File: src/rtl/dmem_if.sv
// dmem_if -- data-memory bus interface between the datapath and external memory.
// Latches address/data on a controller load or store request and runs a single
// outstanding req/ack transaction. The core is stalled until the access completes.
// Load data is returned on dIn together with a one-cycle dInValid pulse.
//
// Optional build macro: MEM_TIMEOUT_EN
//   When defined, a watchdog aborts the access after TIMEOUT consecutive REQ
//   cycles without memAck. The abort pulses busErr, and a load returns all-ones.
//   When undefined, REQ waits for memAck indefinitely and busErr is tied low.
module dmem_if #(
  parameter int DW      = 16,
  parameter int AW      = 16,
  parameter int TIMEOUT = 15
) (
  input  logic          clk,
  input  logic          reset,
  input  logic          ldReq,
  input  logic          stReq,
  input  logic [AW-1:0] dAddr,
  input  logic [DW-1:0] dOut,
  output logic [DW-1:0] dIn,
  output logic          dInValid,
  output logic          stall,
  output logic          memReq,
  output logic          memWe,
  output logic [AW-1:0] memAddr,
  output logic [DW-1:0] memWData,
  input  logic [DW-1:0] memRData,
  input  logic          memAck,
  output logic          busErr
);

  typedef enum logic [1:0] {
    IDLE = 2'd0,
    REQ  = 2'd1,
    DONE = 2'd2
  } state_t;

  state_t state_reg;
  logic   start;

  // Any controller request; it only has an effect while the FSM is idle.
  assign start = ldReq | stReq;

  // Hold the core from the request cycle through the end of REQ. The hold is
  // released in DONE, so the returned load data is written back in that cycle.
  assign stall = ((state_reg == IDLE) && start) || (state_reg == REQ);

`ifdef MEM_TIMEOUT_EN
  localparam int CNT_W = $clog2(TIMEOUT + 1);

  logic [CNT_W-1:0] tmo_cnt_reg;
  logic             tmo_hit;

  // This ack-less REQ cycle is the TIMEOUT-th one, so the access is abandoned.
  assign tmo_hit = (tmo_cnt_reg == CNT_W'(TIMEOUT - 1));

  // Count ack-less REQ cycles; clear on entry to REQ and saturate at TIMEOUT.
  always_ff @(posedge clk or posedge reset) begin
    if (reset) begin
      tmo_cnt_reg <= '0;
    end else if ((state_reg == IDLE) && start) begin
      tmo_cnt_reg <= '0;
    end else if ((state_reg == REQ) && !memAck &&
                 (tmo_cnt_reg != CNT_W'(TIMEOUT))) begin
      tmo_cnt_reg <= tmo_cnt_reg + CNT_W'(1);
    end
  end
`else
  // Without the watchdog, an access can only end on memAck, so no error is reported.
  assign busErr = 1'b0;

  // TIMEOUT is used only by the watchdog build. It is referenced here so that
  // the parameter list stays identical in both builds.
  if (TIMEOUT < 1) begin : g_timeout_param_unused
  end
`endif

  // Access sequencer: IDLE -> REQ -> DONE -> IDLE, with all bus-side outputs registered.
  always_ff @(posedge clk or posedge reset) begin
    if (reset) begin
      state_reg <= IDLE;
      memReq    <= 1'b0;
      memWe     <= 1'b0;
      memAddr   <= '0;
      memWData  <= '0;
      dIn       <= '0;
      dInValid  <= 1'b0;
`ifdef MEM_TIMEOUT_EN
      busErr    <= 1'b0;
`endif
    end else begin
      // The status outputs are single-cycle pulses unless set below.
      dInValid <= 1'b0;
`ifdef MEM_TIMEOUT_EN
      busErr   <= 1'b0;
`endif
      case (state_reg)
        IDLE: begin
          // A store takes priority over a simultaneous load. The load is dropped.
          if (start) begin
            memAddr   <= dAddr;
            memWData  <= dOut;
            memWe     <= stReq;
            memReq    <= 1'b1;
            state_reg <= REQ;
          end
        end
        REQ: begin
          // Address, data and direction stay frozen until the access ends.
          if (memAck) begin
            memReq <= 1'b0;
            if (!memWe) begin
              dIn      <= memRData;
              dInValid <= 1'b1;
            end
            state_reg <= DONE;
          end
`ifdef MEM_TIMEOUT_EN
          else if (tmo_hit) begin
            memReq <= 1'b0;
            busErr <= 1'b1;
            if (!memWe) begin
              dIn      <= {DW{1'b1}};
              dInValid <= 1'b1;
            end
            state_reg <= DONE;
          end
`endif
        end
        DONE: begin
          // One turnaround cycle. A new request can be taken in the following IDLE.
          state_reg <= IDLE;
        end
        default: begin
          memReq    <= 1'b0;
          state_reg <= IDLE;
        end
      endcase
    end
  end

endmodule

File: config.mk
export PLATFORM = sky130hd
export DESIGN_NAME = dmem_if
export DESIGN_NICKNAME = d
export VERILOG_FILES = /design/src/rtl/dmem_if.sv
export SDC_FILE = /design/constraint.sdc
export NUM_CORES = 1
export LEC_CHECK = 0
export BUFFER_PORTS_ARGS = -buffer_cell sky130_fd_sc_hd__buf_2
export CAP_MARGIN = 20
export CORE_MARGIN = 5
export CORE_UTILIZATION = 48
export CTS_CLUSTER_SIZE = 30
export DETAILED_ROUTE_END_ITERATION = 16
export GPL_TIMING_DRIVEN = 0
export PLACE_DENSITY_LB_ADDON = 0.3
export SYNTH_ARGS = -nofsm -noshare
export SYNTH_HDL_FRONTEND = slang
export SYNTH_SLANG_ARGS = --single-unit
File: constraint.sdc
create_clock -name clk -period 3.48 [get_ports clk]
set_clock_uncertainty 0.2 [all_clocks]
set_input_delay 0.522 -clock clk [delete_from_list [all_inputs] [get_ports clk]]
set_output_delay 0.522 -clock clk [all_outputs]
set_load 0.02 [all_outputs]
* Word level (Yosys, flattened, before mapping)
Cells that the tools add are included.
** Storage, ports and cells
- Bits in registers :: 53
- Output and inout bits :: 53
- Logic and storage cells :: 30
- Bits of input ports :: 53
** Cells by class
- Reduce and logical (&&, ||, !) cells :: 7
- Eq/ne operators :: 4
- Bitwise logic cells :: 3
- Multiplexer cells :: 9
** Operators with widths (number)
- $reduce_and 3->1 :: 2
- $mux 1 :: 5
- $mux 2 :: 2
- $ne 2x2->1 const B :: 2
- $pmux 2 s2 :: 1
- $reduce_and 2->1 :: 2
- $pmux 1 s3 :: 1
- $eq 2x1->1 const B :: 1
- $eq 2x2->1 const B :: 1
- $logic_not 2->1 :: 1
- $not 1->1 :: 2
- $logic_and 1x1->1 :: 1
- $logic_or 1x1->1 :: 1
- $or 1x1->1 :: 1

* Logic depth before layout (Yosys ltp)
Gate-level depths: netlist of the first run.
- Depth after elaboration :: 3
- Mapped depth :: 5

* Worst setup path before layout of the first run
Ideal clock, no wire load.
- Path type :: input to register
- Start point :: input port memAck
- End point :: register dIn[0]
- Arrival :: 1.356 ns
- Path buffers :: 2
- Path slack :: 1.799 ns
- Setup time :: 0.125 ns
- Stages :: 5
- Path through :: and3b_1 > nor2b_4 > buf_6 > buf_12 > mux2_4
** Between the ends
- Cells in the longest elaborated chain, start to end :: 1
** RTL lines
- start: declaration :: line 29 : input logic memAck,
- $reduce_and 3->1 (no line)
- end signal: assignment :: line 114 : dIn <= memRData;
- end: declaration :: line 21 : output logic [DW-1:0] dIn,
No other way between the ends.
A chain may end at the register's enable or synchronous reset.

* Final worst setup path of the first run
- Start point :: register state_reg[0]
- End point :: output port stall
** Between the ends
- Cells in the longest elaborated chain, start to end :: 3
- Elaborated cells on any way between the ends :: 4
- Those cells by class :: 1 x eq/ne; 3 x reduce/logical
** RTL lines
- start: declaration :: line 39 : state_t state_reg;
- start signal: assignment :: line 82 : state_reg <= IDLE;
- start signal: assignment :: line 106 : state_reg <= REQ;
- start signal: assignment :: line 117 : state_reg <= DONE;
- $logic_not 2->1 :: line 47 : assign stall = ((state_reg == IDLE) && start) || (state_reg == REQ);
- $logic_and 1x1->1 :: line 47
- $logic_or 1x1->1 * :: line 47
- end: declaration :: line 23 : output logic stall,
Every way passes the cells marked *; elsewhere a longest branch is shown, timed or not.

==> results of run 1 <==
[layout make-up]
cell class,instances,area (um2)
fill,303,1335
inverter,1,3.754
buffer,7,66.31
tap,50,62.56
multi-input combinational,61,659.4
timing repair buffer,106,550.5
sequential,53,1326
clock buffer,6,72.57
clock inverter,2,10.01
[where the power goes]
group / internal, W / total (W) / switching [W]
Clock: 0.000140 / 0.000326 / 0.000187
Combinational: 0.000548 / 0.00121 / 0.000661
Sequential: 0.000913 / 0.00106 / 0.000143
Total: 0.00160 / 0.00259 / 0.000991
[through the flow]
stage	instance area, um2	utilization (%)	cells	worst slack [ps]
floorplan	2056	-	122	1472
global placement	2639	64.57	276	827.3
detailed placement	2659	65.06	277	1624
CTS	2751	67.33	286	1554
global route	2751	67.33	286	1435
finish	2751	67.33	286	1578
[cells by family (layout without fill, tap and decap cells)]
logic type / Yosys count / count (layout) / synth area share, %
other: 1 / 1 / 0.1824
flip-flops: 53 / 53 / 64.52
buffers and inverters: 8 / 122 / 3.408
multiplexers: 48 / 48 / 27.94
AO/OA/AOI/OAI: 4 / 4 / 1.583
AND/OR/NAND/NOR: 8 / 8 / 2.373
[worst paths after layout]
kind                                       endpoint  cells after the start  slack, ps
min                        state_reg[0]$_DFFE_PP0P_                      2        240
max                                           stall                      3       1580
min in group asynchronous       dIn[10]$_DFFE_PP0P_                      3        480
min reg2reg                 memAddr[10]$_DFFE_PP0P_                      1        310
max in group asynchronous         memWe$_DFFE_PP0P_                      4       2110
max reg2reg                  memAddr[1]$_DFFE_PP0P_                      5       1680
[synth_stat cells]
cell type                  instances
sky130_fd_sc_hd__buf_4             4
sky130_fd_sc_hd__dfrtp_1          53
sky130_fd_sc_hd__mux2_2           39
sky130_fd_sc_hd__o21a_1            1
sky130_fd_sc_hd__a211oi_1          1
sky130_fd_sc_hd__nor2_1            3
sky130_fd_sc_hd__and3b_1           1
sky130_fd_sc_hd__mux2_4            9
sky130_fd_sc_hd__buf_6             1
sky130_fd_sc_hd__buf_2             1
sky130_fd_sc_hd__conb_1            1
sky130_fd_sc_hd__a211o_1           1
sky130_fd_sc_hd__nor3_1            1
sky130_fd_sc_hd__nor2b_4           1
sky130_fd_sc_hd__a22o_1            1
sky130_fd_sc_hd__inv_1             1
sky130_fd_sc_hd__nor2b_1           1
sky130_fd_sc_hd__buf_12            1
sky130_fd_sc_hd__nand2_1           1
[critical path, stage by stage, from the launching register on]
cell                      delay (ps)
sky130_fd_sc_hd__dfrtp_1         420
sky130_fd_sc_hd__nor3_1          250
sky130_fd_sc_hd__nor2_1           60
sky130_fd_sc_hd__buf_2           160
[layer usage]
layer  vias to the layer above  global-route usage (%)  wire, um
met5                         -                       0         0
met4                         0                   5.243        40
met3                         5                   5.805       504
met2                        62                   25.22      2028
met1                       643                   17.43      1606
li1                        650                       -         -
==> Implementation_results.wiki, run 1 <==
{| class="wikitable"
! Metric !! Value
|-
| Max H-tree Level || 2
|-
| Peak clock frequency supported by timing || around 0.53 GHz
|-
| Final layout net count || between 200 and 300
|-
| Final total negative setup slack || 0 ps
|-
| Mapped Nets || around 180
|-
| Leading cell types in the layout, fill and taps excluded || sky130_fd_sc_hd__buf_2, sky130_fd_sc_hd__dfrtp_1, sky130_fd_sc_hd__mux2_2
|-
| Die outline height || roughly 75 um
|-
| Wire length per cell || 14.62 um
|-
| Final GP Congestion || a little over 0.7
|-
| Remaining number of nets flagged by the antenna check after routing || 0
|-
| Placeable core region || roughly 4100 um2
|-
| Overall routed net length || 4180 um
|-
| Worst min path class || input port to register
|-
| Global-route wire length before repair || about 6400 um
|-
| Arrival time worst endpoint || approximately 1200 ps
|-
| Boundary pin count || about 110
|-
| Diode insertion count for antenna repair || 0
|-
| Hold path startpoint || memAck
|-
| Max-cap check violation count || 0
|-
| Layout area overhead || 33.84%
|-
| Maximum number of pins on one net before global-route repair || 45
|-
| Overall via count from detail_route || 1,360
|-
| Die area || between 5000 and 6000 um2
|-
| Number of standard-cell rows in the floorplan || 23
|-
| Setup violations, final || 0
|-
| Mean cell area of the mapped netlist || between 15 and 20 um2
|-
| Number of antenna violations at the first check in global routing || 0
|-
| Number of cells upsized or downsized after cts || 0
|-
| Pre-Repair DR Iteration Count || 4
|-
| Count of synthesis-stage warnings from yosys || 0
|-
| Shortest period the worst path allows || between 1500 and 2000 ps
|-
| Status || completed
|-
| Cts-stage hold buffer count || 1
|-
| Total clock buffers created by CTS || 5
|-
| Clock-pin slew reported for the worst setup and hold paths after clock tree synthesis || approximately 80 ps
|-
| Grt ovf || 0
|-
| Post-synth top area cell || sky130_fd_sc_hd__dfrtp_1
|-
| Clock Root Buffer || sky130_fd_sc_hd__clkbuf_8
|-
| Flip-flop and latch count after synthesis || 53
|-
| DRC violation count after routing || 0
|-
| Post-CTS Repair Setup Buffers || 0
|-
| Data required, critical path || ~2800 ps
|-
| Initial DRC count || 29
|-
| Crit path max fanout || 5
|-
| Gate count after technology mapping || between 100 and 150
|-
| Effective utilization at floorplan || about half
|-
| Launching point of the worst reg2reg path || state_reg[0]$_DFFE_PP0P_
|-
| Worst hold slack after final layout || ~240 ps
|-
| Skew-Pair Late Insertion Delay || 290 ps
|-
| PortBufs || 104
|-
| Worst setup path start || state_reg[0]$_DFFE_PP0P_
|-
| Vias in the first global route || 1,441
|-
| Largest registers || dIn (16), memAddr (16), memWData (16)
|-
| Top area cells in the synthesized netlist || sky130_fd_sc_hd__dfrtp_1, sky130_fd_sc_hd__mux2_2, sky130_fd_sc_hd__mux2_4
|-
| Fraction of layout cells with a size suffix above 1 || 71.61%
|-
| Per-cell via count in the routed design || 4.755
|-
| Final Max Slew Viols || 0
|-
| Number of failing hold endpoints at the final stage || 0
|-
| Portion of the clock cycle consumed by the worst path in the final layout || a little over half
|-
| Areal power density over the cells || between 900 and 1000 nW/um2
|-
| Maximum root-to-sink buffer count || 2
|-
| Share of synthesized area occupied by flip-flops and latches || ~65%
|-
| Power consumption || approximately 0.0026 W
|-
| Kind of start point of the critical path || register
|-
| Distinct cell type count of the synthesized netlist || 19
|-
| Post-synthesis instance area || approximately 2000 um2
|-
| Horizontal die dimension || 75.44 um
|-
| Leading cell type in the layout, fill and taps excluded || sky130_fd_sc_hd__buf_2
|-
| Clock tree sinks || between 50 and 60
|-
| RSZ-0062 raised after global routing || false
|-
| TritonCTS clock tree || built
|-
| Critical Path End Type || output port
|-
| HPWL after DPL || around 3200 um
|-
| Top cell type's share of synthesized area || between 60 and 70%
|-
| Global routing usage summed across all routing layers || 14.96%
|-
| Category of the critical setup timing path || register to output port
|-
| P_leak || about 1.4 nW
|-
| Max rail drop VDD || approximately 0.45 mV
|}
(Power assumes the default switching activity.)
==> run 2: changes to the inputs <==
--- a/config.mk
+++ b/config.mk
@@ -8,7 +8,7 @@
 export BUFFER_PORTS_ARGS = -buffer_cell sky130_fd_sc_hd__buf_2
 export CAP_MARGIN = 20
 export CORE_MARGIN = 5
-export CORE_UTILIZATION = 48
+export CORE_UTILIZATION = 40
 export CTS_CLUSTER_SIZE = 30
 export DETAILED_ROUTE_END_ITERATION = 16
 export GPL_TIMING_DRIVEN = 0
==> constraint.sdc (replaced) <==
create_clock -name clk -period 1.53 [get_ports clk]
set_clock_uncertainty 0.2 [all_clocks]
set_input_delay 0.2295 -clock clk [delete_from_list [all_inputs] [get_ports clk]]
set_output_delay 0.2295 -clock clk [all_outputs]
set_load 0.02 [all_outputs]
==> Implementation_results.wiki, run 2 (synthesized netlist as in run 1, its figures left out) <==
{| class="wikitable"
! Metric !! Value
|-
| Max-cap check violation count || 0 (unchanged)
|-
| HPWL after DPL || 3233 um (was 3206 um)
|-
| Leading cell type in the layout, fill and taps excluded || sky130_fd_sc_hd__buf_2 (unchanged)
|-
| RSZ-0062 raised after global routing || true (was false)
|-
| Die outline height || 81.69 um (was 75.44 um)
|-
| Max rail drop VDD || 1.113 mV (was 0.4484 mV)
|-
| Final WS setup || -157.1 ps (was 1578 ps)
|-
| Final design utilization || 73.08% (was 67.33%)
|-
| Overall via count from detail_route || 1,619 (was 1,360)
|-
| Endpoint of the worst hold-timing path || state_reg[1]$_DFFE_PP0P_ (was state_reg[0]$_DFFE_PP0P_)
|-
| Final layout net count || 354 (was 288)
|-
| Number of cells on the worst hold path || 2 (unchanged)
|-
| Horizontal die dimension || 81.69 um (was 75.44 um)
|-
| Layout area overhead || 79.25% (was 33.84%)
|-
| PortBufs || 104 (unchanged)
|-
| Grt ovf || 0 (unchanged)
|-
| Final Max Slew Viols || 0 (unchanged)
|-
| Global routing usage summed across all routing layers || 16.38% (was 14.96%)
|-
| Kind of start point of the critical path || register (unchanged)
|-
| Pre-Repair DR Iteration Count || 4 (unchanged)
|-
| Initial DRC count || 45 (was 29)
|-
| Overall routed net length || 5589 um (was 4180 um)
|-
| Wire length per cell || 15.11 um (was 14.62 um)
|-
| Worst min path class || input port to register (unchanged)
|-
| Final total negative setup slack || -5816 ps (was 0 ps)
|-
| Placeable core region || 5042 um2 (was 4086 um2)
|-
| Setup violations, final || 49 (was 0)
|-
| Number of antenna violations at the first check in global routing || 0 (unchanged)
|-
| Clock Root Buffer || sky130_fd_sc_hd__clkbuf_8 (unchanged)
|-
| Maximum root-to-sink buffer count || 2 (unchanged)
|-
| Arrival time worst endpoint || 1670 ps (was 1180 ps)
|-
| Skew-Pair Late Insertion Delay || 290 ps (about the same)
|-
| Leading cell types in the layout, fill and taps excluded || sky130_fd_sc_hd__buf_2, sky130_fd_sc_hd__dfrtp_1, sky130_fd_sc_hd__dlygate4sd3_1 (was sky130_fd_sc_hd__buf_2, sky130_fd_sc_hd__dfrtp_1, sky130_fd_sc_hd__mux2_2)
|-
| Data required, critical path || 1510 ps (was 2760 ps)
|-
| Crit path max fanout || 10 (was 5)
|-
| Failing checks || negative setup slack
|-
| P_leak || 1.857 nW (was 1.385 nW)
|-
| Number of standard-cell rows in the floorplan || 26 (was 23)
|-
| Launching point of the worst reg2reg path || state_reg[1]$_DFFE_PP0P_ (was state_reg[0]$_DFFE_PP0P_)
|-
| Critical Path End Type || register (was output port)
|-
| Pin slew with the least headroom to its limit || around 570 ps
|-
| Category of the critical setup timing path || register to register (was register to output port)
|-
| Maximum number of pins on one net before global-route repair || 30 (was 45)
|-
| DRC violation count after routing || 0 (unchanged)
|-
| Clock tree sinks || 53 (unchanged)
|-
| Shortest period the worst path allows || 1687 ps
|-
| Total clock buffers created by CTS || 5 (unchanged)
|-
| Fraction of layout cells with a size suffix above 1 || 62.67% (was 71.61%)
|-
| Boundary pin count || 106 (unchanged)
|-
| Vias in the first global route || 1,772 (was 1,441)
|-
| Max H-tree Level || 2 (unchanged)
|-
| Final GP Congestion || 0.7083 (was 0.7058)
|-
| Relative max-transition margin || between 60% and 70%
|-
| Status || finished with violations (was completed)
|-
| Global-route wire length before repair || 8369 um (was 6389 um)
|-
| Largest registers || dIn (16), memAddr (16), memWData (16) (unchanged)
|-
| Die area || 6673 um2 (was 5691 um2)
|-
| Worst setup path start || state_reg[1]$_DFFE_PP0P_ (was state_reg[0]$_DFFE_PP0P_)
|-
| Per-cell via count in the routed design || 4.376 (was 4.755)
|-
| Portion of the clock cycle consumed by the worst path in the final layout || 110.3%
|-
| Diode insertion count for antenna repair || 0 (unchanged)
|-
| Effective utilization at floorplan || 40.77% (was 50.31%)
|-
| Clock-pin slew reported for the worst setup and hold paths after clock tree synthesis || 90 ps (was 80 ps)
|-
| FF-to-FF End || dIn[11]$_DFFE_PP0P_ (was memAddr[1]$_DFFE_PP0P_)
|-
| Areal power density over the cells || 1848 nW/um2 (was 942.0 nW/um2)
|-
| Number of failing hold endpoints at the final stage || 0 (unchanged)
|-
| Remaining number of nets flagged by the antenna check after routing || 0 (unchanged)
|-
| Flop-to-flop setup slack || -160 ps (was 1680 ps)
|-
| Hold path startpoint || memAck (unchanged)
|-
| TritonCTS clock tree || built (unchanged)
|-
| Worst Reg-to-Reg Cells || 5 (unchanged)
|-
| Peak clock frequency supported by timing || approximately 0.6 GHz
|}
-- run 2: cell types whose count changed in the layout (fill, tap and decap cells not counted), moves of 4 or more --
cell / delta
sky130_fd_sc_hd__dlygate4sd3_1: +49
sky130_fd_sc_hd__mux2_2: -38
sky130_fd_sc_hd__mux2_4: +38
sky130_fd_sc_hd__buf_4: +6
sky130_fd_sc_hd__buf_6: +5
sky130_fd_sc_hd__buf_12: +4
-- run 2: worst max-delay path by stage --
stage	to	slack (ps)
2_1_floorplan	dIn[0]$_DFFE_PP0P_	-100
3_3_place_gp	dIn[10]$_DFFE_PP0P_	-190
3_5_place_dp	dIn[9]$_DFFE_PP0P_	-200
4_1_cts	dIn[9]$_DFFE_PP0P_	-160
5_1_grt	dIn[12]$_DFFE_PP0P_	-210
6_report	dIn[11]$_DFFE_PP0P_	-160
-- run 2: power by group --
| group | internal, W | total (W) | switching (W) |
|---|---|---|---|
| Clock | 0.000302 | 0.000717 | 0.000415 |
| Sequential | 0.00208 | 0.00246 | 0.000384 |
| Combinational | 0.00194 | 0.00363 | 0.00169 |
-- run 2: layout make-up --
class | count | area, um2
plain buffers | 7 | 113.9
clock buffers | 5 | 68.82
clock inverters | 1 | 5.005
fillers | 316 | 1358
inverters | 1 | 7.507
multi-input cells | 61 | 818.3
flip-flops and latches | 53 | 1326
well taps | 70 | 87.58
repair buffers | 172 | 1257
-- run 2: critical path, cell delays in order (launching register included) --
cell and delay, ps:
sky130_fd_sc_hd__dfrtp_1 410, sky130_fd_sc_hd__and3b_1 230, sky130_fd_sc_hd__nor2b_4 140, sky130_fd_sc_hd__buf_6 140
sky130_fd_sc_hd__buf_12 150, sky130_fd_sc_hd__mux2_4 300
-- run 2: routing by layer --
metal	up-vias	global-route usage (%)	routed length [um]
met2	66	29.23	2785
met1	764	19.62	2344
met5	-	0	0
li1	780	-	-
met3	9	4.715	392
met4	0	3.488	66
-- run 2: metrics by stage --
stage	hold slack, ps	area, um2	cells	worst slack (ps)	power [W]
floorplan	90.93	2196	122	-99.72	0.004584
global placement	244.4	2804	296	-189.9	0.005495
detailed placement	109.3	2824	297	-199.3	0.005541
CTS	-77.55	3596	366	-162.5	0.006701
global route	31.21	3685	370	-207.4	0.007157
finish	41.64	3685	370	-157.1	0.006810
-- run 2: repair_timing --
action	CTS	global route
pin swaps	1	1
resized for setup	18	6
cloned	1	2
hold buffers	49	1
buffers inserted	13	1
endpoints found under the setup margin	47	49
hold endpoints to repair	73	1
